**src/rtl/bure_stage_interface_pkg.sv**
```systemverilog
// Shared types for the IF/EX-to-memory interface.
//   arb_owner_e : which requester owns a memory transaction (I-fetch or D load/store)
//   arb_state_e : arbiter request-phase state (IDLE = free to select, HOLD = payload locked)
//   owner_ptr_width() : pointer width helper for the owner FIFO
package bure_stage_interface_pkg;

    typedef enum logic {ARB_OWNER_I, ARB_OWNER_D} arb_owner_e;
    typedef enum logic {ARB_IDLE, ARB_HOLD} arb_state_e;

    // Width of a read/write pointer into a FIFO of the given power-of-two depth.
    function automatic int owner_ptr_width(input int depth);
        return (depth > 1) ? $clog2(depth) : 1;
    endfunction

endpackage

```
**src/rtl/bure_owner_fifo.sv**
```systemverilog
// In-order FIFO of transaction owners. One entry is pushed per accepted memory
// request and popped per memory response, so the head is always the owner of
// the oldest outstanding transaction. Push and pop may happen in the same cycle.
// Ports:
//   clk, rst_n        : clock, asynchronous active-low reset (empties the FIFO)
//   push, push_owner  : enqueue an owner (ignored when full)
//   pop               : dequeue the head (ignored when empty)
//   head_owner        : owner at the head, valid when !empty
//   full, empty       : occupancy flags
module bure_owner_fifo
    import bure_stage_interface_pkg::*;
#(
    parameter int DEPTH = 4
) (
    input  logic       clk,
    input  logic       rst_n,
    input  logic       push,
    input  arb_owner_e push_owner,
    input  logic       pop,
    output arb_owner_e head_owner,
    output logic       full,
    output logic       empty
);

    localparam int PW = owner_ptr_width(DEPTH);

    arb_owner_e       store_reg [DEPTH];
    logic [PW-1:0]    wr_ptr_reg;
    logic [PW-1:0]    rd_ptr_reg;
    logic [PW:0]      count_reg;
    logic             push_ok;
    logic             pop_ok;

    assign full       = (count_reg == (PW+1)'(DEPTH));
    assign empty      = (count_reg == '0);
    assign push_ok    = push && !full;
    assign pop_ok     = pop && !empty;
    // Head is read combinationally: the response is routed in the cycle it arrives.
    assign head_owner = store_reg[rd_ptr_reg];

    // Storage needs no reset; only valid entries between the pointers are ever read.
    always_ff @(posedge clk) begin
        if (push_ok) begin
            store_reg[wr_ptr_reg] <= push_owner;
        end
    end

    always_ff @(posedge clk or negedge rst_n) begin
        if (!rst_n) begin
            wr_ptr_reg <= '0;
            rd_ptr_reg <= '0;
            count_reg  <= '0;
        end else begin
            if (push_ok) begin
                wr_ptr_reg <= wr_ptr_reg + PW'(1);
            end
            if (pop_ok) begin
                rd_ptr_reg <= rd_ptr_reg + PW'(1);
            end
            case ({push_ok, pop_ok})
                2'b10:   count_reg <= count_reg + (PW+1)'(1);
                2'b01:   count_reg <= count_reg - (PW+1)'(1);
                default: count_reg <= count_reg;
            endcase
        end
    end

endmodule

```
**src/rtl/bure_mem_arbiter.sv**
```systemverilog
// Shares the single external memory port between instruction fetch (I, read
// only) and load/store (D). D has fixed priority; I is promoted once it has been
// refused STARVE_LIMIT consecutive cycles. A request that the memory does not
// accept immediately is locked (HOLD) so the memory-side payload stays stable.
// Accepted owners are queued in order so each response is routed to its issuer.
// Ports:
//   i_clk, i_rstn            : clock, asynchronous active-low reset
//   i_i_*/o_i_*              : I-side request, grant, read response
//   i_d_*/o_d_*              : D-side request, grant, response (reads and writes)
//   o_mem_*/i_mem_*          : memory port (combinational request, in-order responses)
//   o_err_spurious           : sticky flag, response seen with no outstanding request
// Optional feature macro BURE_ARB_PERF_EN adds wrapping grant/stall counters
//   o_perf_i_grants, o_perf_d_grants, o_perf_stall_cycles.
module bure_mem_arbiter
    import bure_stage_interface_pkg::*;
#(
    parameter int ADDR_WIDTH      = 32,
    parameter int DATA_WIDTH      = 32,
    parameter int MAX_OUTSTANDING = 4,
    parameter int STARVE_LIMIT    = 8
) (
    input  logic                    i_clk,
    input  logic                    i_rstn,
    input  logic                    i_i_req,
    input  logic [ADDR_WIDTH-1:0]   i_i_addr,
    output logic                    o_i_gnt,
    output logic                    o_i_rvalid,
    output logic [DATA_WIDTH-1:0]   o_i_rdata,
    input  logic                    i_d_req,
    input  logic                    i_d_we,
    input  logic [ADDR_WIDTH-1:0]   i_d_addr,
    input  logic [DATA_WIDTH-1:0]   i_d_wdata,
    input  logic [DATA_WIDTH/8-1:0] i_d_be,
    output logic                    o_d_gnt,
    output logic                    o_d_rvalid,
    output logic [DATA_WIDTH-1:0]   o_d_rdata,
    output logic                    o_mem_req,
    output logic                    o_mem_we,
    output logic [ADDR_WIDTH-1:0]   o_mem_addr,
    output logic [DATA_WIDTH-1:0]   o_mem_wdata,
    output logic [DATA_WIDTH/8-1:0] o_mem_be,
    input  logic                    i_mem_gnt,
    input  logic                    i_mem_rvalid,
    input  logic [DATA_WIDTH-1:0]   i_mem_rdata,
    output logic                    o_err_spurious
`ifdef BURE_ARB_PERF_EN
    ,
    output logic [31:0]             o_perf_i_grants,
    output logic [31:0]             o_perf_d_grants,
    output logic [31:0]             o_perf_stall_cycles
`endif
);

    localparam int BE_WIDTH = DATA_WIDTH / 8;
    localparam int CNT_W    = $clog2(STARVE_LIMIT + 1);

    arb_state_e         state_reg;
    arb_state_e         state_next;
    arb_owner_e         hold_owner_reg;
    arb_owner_e         sel_owner;
    arb_owner_e         head_owner;
    logic [CNT_W-1:0]   starve_cnt_reg;
    logic               err_reg;
    logic               fifo_full;
    logic               fifo_empty;
    logic               i_promoted;
    logic               mem_req;
    logic               accept;
    logic               i_gnt;
    logic               d_gnt;
    logic               resp_pop;

    assign i_promoted = i_i_req && (starve_cnt_reg == CNT_W'(STARVE_LIMIT));
    // A full FIFO blocks new requests even when a response frees a slot this cycle.
    assign mem_req    = (i_i_req || i_d_req) && !fifo_full;
    assign accept     = mem_req && i_mem_gnt;
    assign i_gnt      = accept && (sel_owner == ARB_OWNER_I);
    assign d_gnt      = accept && (sel_owner == ARB_OWNER_D);
    // A response with nothing outstanding is flagged, never routed.
    assign resp_pop   = i_mem_rvalid && !fifo_empty;

    // Selection and request-phase FSM.
    always_comb begin
        state_next = state_reg;
        sel_owner  = ARB_OWNER_I;
        if (state_reg == ARB_HOLD) begin
            sel_owner = hold_owner_reg;
            if (i_mem_gnt) begin
                state_next = ARB_IDLE;
            end
        end else begin
            sel_owner = (i_d_req && !i_promoted) ? ARB_OWNER_D : ARB_OWNER_I;
            if (mem_req && !i_mem_gnt) begin
                state_next = ARB_HOLD;
            end
        end
    end

    always_ff @(posedge i_clk or negedge i_rstn) begin
        if (!i_rstn) begin
            state_reg      <= ARB_IDLE;
            hold_owner_reg <= ARB_OWNER_I;
        end else begin
            state_reg <= state_next;
            if (state_reg == ARB_IDLE && state_next == ARB_HOLD) begin
                hold_owner_reg <= sel_owner;
            end
        end
    end

    // Counts consecutive refused I cycles, saturating at the promotion threshold.
    always_ff @(posedge i_clk or negedge i_rstn) begin
        if (!i_rstn) begin
            starve_cnt_reg <= '0;
        end else if (i_i_req && !i_gnt) begin
            if (starve_cnt_reg != CNT_W'(STARVE_LIMIT)) begin
                starve_cnt_reg <= starve_cnt_reg + CNT_W'(1);
            end
        end else begin
            starve_cnt_reg <= '0;
        end
    end

    always_ff @(posedge i_clk or negedge i_rstn) begin
        if (!i_rstn) begin
            err_reg <= 1'b0;
        end else if (i_mem_rvalid && fifo_empty) begin
            err_reg <= 1'b1;
        end
    end

    bure_owner_fifo #(
        .DEPTH      (MAX_OUTSTANDING)
    ) u_owner_fifo (
        .clk        (i_clk),
        .rst_n      (i_rstn),
        .push       (accept),
        .push_owner (sel_owner),
        .pop        (resp_pop),
        .head_owner (head_owner),
        .full       (fifo_full),
        .empty      (fifo_empty)
    );

    // Combinational outputs are held at zero while reset is asserted.
    always_comb begin
        o_mem_req   = 1'b0;
        o_mem_we    = 1'b0;
        o_mem_addr  = '0;
        o_mem_wdata = '0;
        o_mem_be    = '0;
        o_i_gnt     = 1'b0;
        o_d_gnt     = 1'b0;
        o_i_rvalid  = 1'b0;
        o_d_rvalid  = 1'b0;
        o_i_rdata   = '0;
        o_d_rdata   = '0;
        if (i_rstn) begin
            o_mem_req = mem_req;
            o_i_gnt   = i_gnt;
            o_d_gnt   = d_gnt;
            if (sel_owner == ARB_OWNER_D) begin
                o_mem_we    = i_d_we;
                o_mem_addr  = i_d_addr;
                o_mem_wdata = i_d_wdata;
                o_mem_be    = i_d_be;
            end else begin
                o_mem_addr  = i_i_addr;
                o_mem_be    = {BE_WIDTH{1'b1}};
            end
            o_i_rvalid = resp_pop && (head_owner == ARB_OWNER_I);
            o_d_rvalid = resp_pop && (head_owner == ARB_OWNER_D);
            o_i_rdata  = i_mem_rdata;
            o_d_rdata  = i_mem_rdata;
        end
    end

    assign o_err_spurious = err_reg;

`ifdef BURE_ARB_PERF_EN
    logic [31:0] perf_i_reg;
    logic [31:0] perf_d_reg;
    logic [31:0] perf_stall_reg;

    always_ff @(posedge i_clk or negedge i_rstn) begin
        if (!i_rstn) begin
            perf_i_reg     <= '0;
            perf_d_reg     <= '0;
            perf_stall_reg <= '0;
        end else begin
            if (i_gnt) begin
                perf_i_reg <= perf_i_reg + 32'd1;
            end
            if (d_gnt) begin
                perf_d_reg <= perf_d_reg + 32'd1;
            end
            if ((i_i_req || i_d_req) && !accept) begin
                perf_stall_reg <= perf_stall_reg + 32'd1;
            end
        end
    end

    assign o_perf_i_grants     = perf_i_reg;
    assign o_perf_d_grants     = perf_d_reg;
    assign o_perf_stall_cycles = perf_stall_reg;
`endif

endmodule

```
**config.mk**
```make
export PLATFORM = sky130hd
export DESIGN_NAME = bure_mem_arbiter
export DESIGN_NICKNAME = d
export VERILOG_FILES = /design/src/rtl/bure_stage_interface_pkg.sv /design/src/rtl/bure_owner_fifo.sv /design/src/rtl/bure_mem_arbiter.sv
export SDC_FILE = /design/constraint.sdc
export NUM_CORES = 1
export LEC_CHECK = 0
export ABC_AREA = 0
export CAP_MARGIN = 20
export CORE_AREA = 2 2 106 108
export CTS_CLUSTER_SIZE = 28
export DETAILED_ROUTE_END_ITERATION = 10
export DIE_AREA = 0 0 108 110
export PLACE_DENSITY = 0.86
export RECOVER_POWER = 50
export SLEW_MARGIN = 20
export SYNTH_ARGS = -nofsm -noshare
export SYNTH_HDL_FRONTEND = slang
export SYNTH_SLANG_ARGS = --single-unit
```
**constraint.sdc**
```tcl
create_clock -name i_clk -period 2.91 [get_ports i_clk]
set_input_delay 0.873 -clock i_clk [delete_from_list [all_inputs] [get_ports i_clk]]
set_output_delay 0.873 -clock i_clk [all_outputs]
set_load 0.02 [all_outputs]
```
Yosys cells after proc, flatten, opt, wreduce, memory -nomap -nowiden. Memories as Yosys holds them, arrays and structs flattened. Index checks and enable logic that the tools add are counted.

Memories kept: 1. RAM bits: 4. Register bits after elaboration: 14. Output and inout bits: 139. Input port bits: 139. Word-level logic and storage cells: 69.

Memory list: u_owner_fifo.store_reg (depth 4, bits a word 1, read ports 1, clocked after Yosys merged registers in 0, write ports 1, RTL line bure_owner_fifo.sv:27) `arb_owner_e store_reg [DEPTH];`.

Reduce and logical (&&, ||, !) cells: 23. Bitwise gates (word level): 3. $add $sub $neg: 5. Multiplexer cells: 24. Equality and inequality tests: 6.

Operators with widths (count): $mux W32 (5); $mux W4 (4); $logic_and A1 B1 Y1 (15); $mux W1 (14); $pmux W3 S2 (1); $logic_not A1 Y1 (5); $add A2 B1 Y2 const B (2); $add A4 B1 Y4 const B (1); $eq A4 B4 Y1 const B (1); $ne A4 B4 Y1 const B (1); $add A3 B1 Y3 const B (1); $eq A3 B3 Y1 const B (1); $logic_not A3 Y1 (1); $not A1 Y1 (3); $sub A3 B1 Y3 const B (1); $eq A2 B1 Y1 const B (1); $eq A2 B2 Y1 const B (1); $ne A2 B1 Y1 const B (1); $reduce_bool A2 Y1 (1); $logic_or A1 B1 Y1 (1).

Depth between registers and ports, before layout.
Depth in word-level cells: 11. Gate-level depth with buffers: 10. Mapped depth without buffers: 9.

Hierarchy. A second synthesis with hierarchy kept.

Cells, all modules: 310. Area, all modules: 2517.4 µm².

By module, submodules not included: bure_mem_arbiter (instances 1, cells each 267, seq. area each 175.2 µm², area an instance 1935.6 µm²); bure_owner_fifo (instances 1, cells each 43, seq. area each 295.3 µm², area an instance 581.8 µm²).

Least setup slack after synthesis. OpenSTA, ideal clock, no wires.

Path kind: input to output. From: input port i_i_req. To: output port o_i_gnt. Stages: 6. Path buffers: 2. Required time: 2037 ps. Data arrival time: 1968 ps. Path slack: 69 ps. Cell sequence: buf_2 > nand4b_4 > a21oi_4 > inv_4 > buf_6 > nor3_2.

Word-level cells in the longest chain between the ends: 8. Elaborated cells between the ends (all ways): 11. Classes of those cells: mux (3); bitwise (1); reduce/logical (7).

RTL lines: from (decl) (RTL line bure_mem_arbiter.sv:24) `input logic i_i_req,`; $logic_and A1 B1 Y1 (RTL line bure_mem_arbiter.sv:73) `assign i_promoted = i_i_req && (starve_cnt_reg == CNT_W'(STARVE_LIMIT));`; $logic_not A1 Y1 (RTL line bure_mem_arbiter.sv:92) `sel_owner = (i_d_req && !i_promoted) ? ARB_OWNER_D : ARB_OWNER_I;`; $logic_and A1 B1 Y1 (RTL line bure_mem_arbiter.sv:92); $mux W1 (RTL line bure_mem_arbiter.sv:92); $mux W1 (RTL line bure_mem_arbiter.sv:86) `if (state_reg == ARB_HOLD) begin`; named net sel_owner (RTL line bure_mem_arbiter.sv:60) `arb_owner_e sel_owner;`; $not A1 Y1 (RTL line bure_mem_arbiter.sv:77) `assign i_gnt = accept && (sel_owner == ARB_OWNER_I);`; $logic_and A1 B1 Y1 (RTL line bure_mem_arbiter.sv:77); $mux W1 (RTL line bure_mem_arbiter.sv:158) `if (i_rstn) begin`; to (decl) (RTL line bure_mem_arbiter.sv:26) `output logic o_i_gnt,`.

The timed path passes the listed nets, and every way through them passes these cells.

Worst setup path after layout.
From: input port i_i_req. To: output port o_mem_wdata[14].

Word-level cells in the longest chain between the ends: 7.

RTL lines: $logic_and A1 B1 Y1 (RTL line bure_mem_arbiter.sv:73); $logic_not A1 Y1 (RTL line bure_mem_arbiter.sv:92); $logic_and A1 B1 Y1 (RTL line bure_mem_arbiter.sv:92); $mux W1 (RTL line bure_mem_arbiter.sv:92); $mux W1 (RTL line bure_mem_arbiter.sv:86); $mux W32 (RTL line bure_mem_arbiter.sv:162) `if (sel_owner == ARB_OWNER_D) begin`; $mux W32 (RTL line bure_mem_arbiter.sv:158); to (decl) (RTL line bure_mem_arbiter.sv:40) `output logic [DATA_WIDTH-1:0] o_mem_wdata,`.

Every way passes these cells.

==> results.yml <==
synth:
  yosys.area_share.adder_pct: 3.68
  yosys_warnings: 0
  ys_seq_area_share_pct: 16.1
  syn_inst: 405
  synthMuxAreaShare_pct: 1.84
  netlist_area_um2: 2920
  synth_top_family_by_area: "simple AND/OR/NAND/NOR gates"
  ys.flop_type: "dfrtp_1"
  synthXorXnorAreaFrac_pct: 2.40
  ys_seq_elements: 18
  syn_area_per_cell_um2: 7.21
  synth-compound-area-share_pct: 4.54
  synth-edff-count: 4
  async_flop_share_pct: 77.8
  ys_types: 45
  synth_fp_nets: 552
  synth-simple-area-share_pct: 53.8
finish:
  fin_nets: 802
  fill_cells: 1027
  layout.cells.non_filler: 796
  fin_area_um2: 5740
  drive_above_1_share_pct: 21.3
  syn2layout_area_growth_pct: 96.4
global_route:
  grt_antenna_before_repair: 1
  grt_max_degree: 62
  grt_pass1_vias: 4212
  track_usage_pct: 23.9
  grt_pass1_wl_mm: 22.4
  grt_overflow: 0
timing:
  finalHoldViolations: 0
  tightest_slew_ps: 922
  fmax_ghz: 0.348
  skew_ps: 1.14
  final_max_slew_viol_count: 0
  setup_viol: 0
  rsz0062_at_grt: "yes"
  slew-limit-headroom_pct: 36.9
  fin_crit_sh_pct: 98.8
  fin_crit_ps: 2880
min_path:
  hold_class: "register to register"
  hp-start: "o_err_spurious"
  hold_depth: 1
  min_to: "o_err_spurious"
power:
  peakVddDrop_v: 0.000393
  power.density_nw_per_um2: 405
  p_leak_uw: 0.00267
critical_path:
  start_kind: "input pin"
  reg2reg_setup_slack_ps: 670
  worstPathRequired_ps: 2040
  r2r_end: "u_owner_fifo.count_reg[2]"
  regToRegStartpoint: "u_owner_fifo.count_reg[1]"
  worst-path-max-fanout: 18
  crit_type: "input pin to output pin"
  reg2reg_depth: 10
  arrival_ps: 2000
  end_kind: "output pin"
detailed_routing:
  routed_via_density: 5.46
  ant_nets: 0
  drt-total-wl_mm: 15.2
  drt_iter0_drc: 359
  firstDrtPassIters: 6
  drc: 0
  wire_per_inst_um: 19.1
  route.vias.total: 4345
floorplan:
  ioPinCount: 278
  start_util_pct: 27.3
  die_width_um: 108
  dieArea_um2: 11900
  coreArea_um2: 10700
  die_h_um: 110
  rows: 38
clock_tree:
  cts_buffer_depth: 2
  worstSkewPairLatency_ps: 260
  ctsHoldBuffers: 0
  h-tree-depth: 1
  cts_made_buffers: 3
  clock_sinks: 18
  cts_root_buf: "clkbuf_8"
  clk_pin_slew_worst_paths_ps: 70
  cts_tree: "done"
placement:
  io_buffer_count: 277
  gp_congestion: 0.798
  dp_cells: 772
  hpwlAfterDp_mm: 10.9
  dpl_cell_area_um2: 5730
flow_run:
  cap_violations: 0
run_status:
  status: "completed"
-- cell type report --
cell class / instances / area, um^2 / area share, %
diodes: 2 / 5.00 / 0.0872
clock buffers: 4 / 45.0 / 0.785
inverters: 12 / 52.6 / 0.916
multi-input cells: 292 / 1970 / 34.4
flip-flops and latches: 18 / 470 / 8.20
well taps: 140 / 175 / 3.05
repair buffers: 326 / 3010 / 52.4
repair inverters: 2 / 13.8 / 0.240
-- cell families after synthesis --
kind of cell,Yosys count
AOI/OAI and AO/OA,16
xor gates and xnor gates,8
adders and majority gates,8
buffers and inverters,95
DFF,18
muxes,4
and+or+nand+nor,256
-- report_power, final --
group / total, uW / internal (uW) / switching [uW] / leakage (uW)
registers: 436 / 344 / 91.9 / 0.000206
logic: 1710 / 786 / 920 / 0.00245
clock network: 185 / 97.4 / 87.2 / 0.0000228
-- cells in the final DEF (no fill, tap or decap), types with 3 or more instances in the layout --
cell type,netlist,layout
ha_1,7,6
buf_12,0,7
edfxtp_1,4,4
dfrtp_1,14,14
clkbuf_8,0,3
and3_1,34,34
buf_2,8,39
dlygate4sd3_1,0,12
nor3b_1,3,3
xnor2_1,4,4
buf_4,33,41
clkdlybuf4s50_1,0,124
nand2_1,5,4
nand3_1,33,33
o21a_1,4,4
xor2_1,4,4
and2_1,37,14
nand4_1,128,128
buf_6,3,24
nor2_1,5,5
and2_0,0,23
clkbuf_1,35,6
inv_1,10,10
clkdlybuf4s15_2,0,3
dlygate4sd2_1,0,64
-- per-stage QoR --
stage | worst slack, ps | hold WS [ps] | TNS [ps] | utilization, % | power (uW)
after floorplan | 68.9 | 453 | 0 | - | 1320
after global placement | -715 | 445 | -50570 | 53.5 | 2060
after detailed placement | -762 | 446 | -56280 | 53.5 | 2120
after CTS | -9.11 | 469 | -9.11 | 54.1 | 2320
after global routing | -32.4 | 500 | -153 | 53.6 | 2470
final | 34.6 | 461 | 0 | 53.6 | 2330
-- metal layers --
metal / part of all wire, % / vias up / global-route usage (%)
li1: - / 2012 / -
met3: 11 / 34 / 7.29
met5: 0 / - / 0
met2: 49 / 269 / 41.5
met1: 38 / 2030 / 28.4
met4: 2.6 / 0 / 7.33
-- cells in the mapped netlist (all sizes together) (5+ instances only) --
cell	n	share of area, %
and2	37	7.9
and3	34	7.3
buf	48	12
clkbuf	35	4.5
dfrtp	14	12
ha	7	3.0
inv	12	1.6
nand2	5	0.64
nand3	33	5.7
nand4	128	27
nor2	6	0.86
-- worst max-delay path by stage --
stage / from / to / slack, ps / depth (start not counted)
6_report: i_i_req / o_mem_wdata[14] / 30 / 8
5_1_grt: i_i_req / o_mem_wdata[9] / -30 / 7
4_1_cts: i_i_req / o_mem_addr[26] / -9 / 8
3_5_place_dp: i_i_req / o_mem_addr[12] / -760 / 6
3_3_place_gp: i_d_req / o_mem_addr[0] / -720 / 6
2_1_floorplan: i_i_req / o_i_gnt / 70 / 6
-- worst max-delay path, cell delays in order --
cell and delay, ps:
buf_8 80, nand4b_4 130, a21oi_4 250, buf_4 160, buf_6 110, inv_8 50, and3_1 180, buf_2 160
-- what timing repair did --
item                                   CTS  global route
setup endpoints to repair              138            54
gates cloned                             6             0
pin swaps                                3             5
endpoints found under the hold margin    0             0
gates resized for setup                402            25
setup buffers                           13             2
No activity file was read; power rests on OpenSTA's default activity.
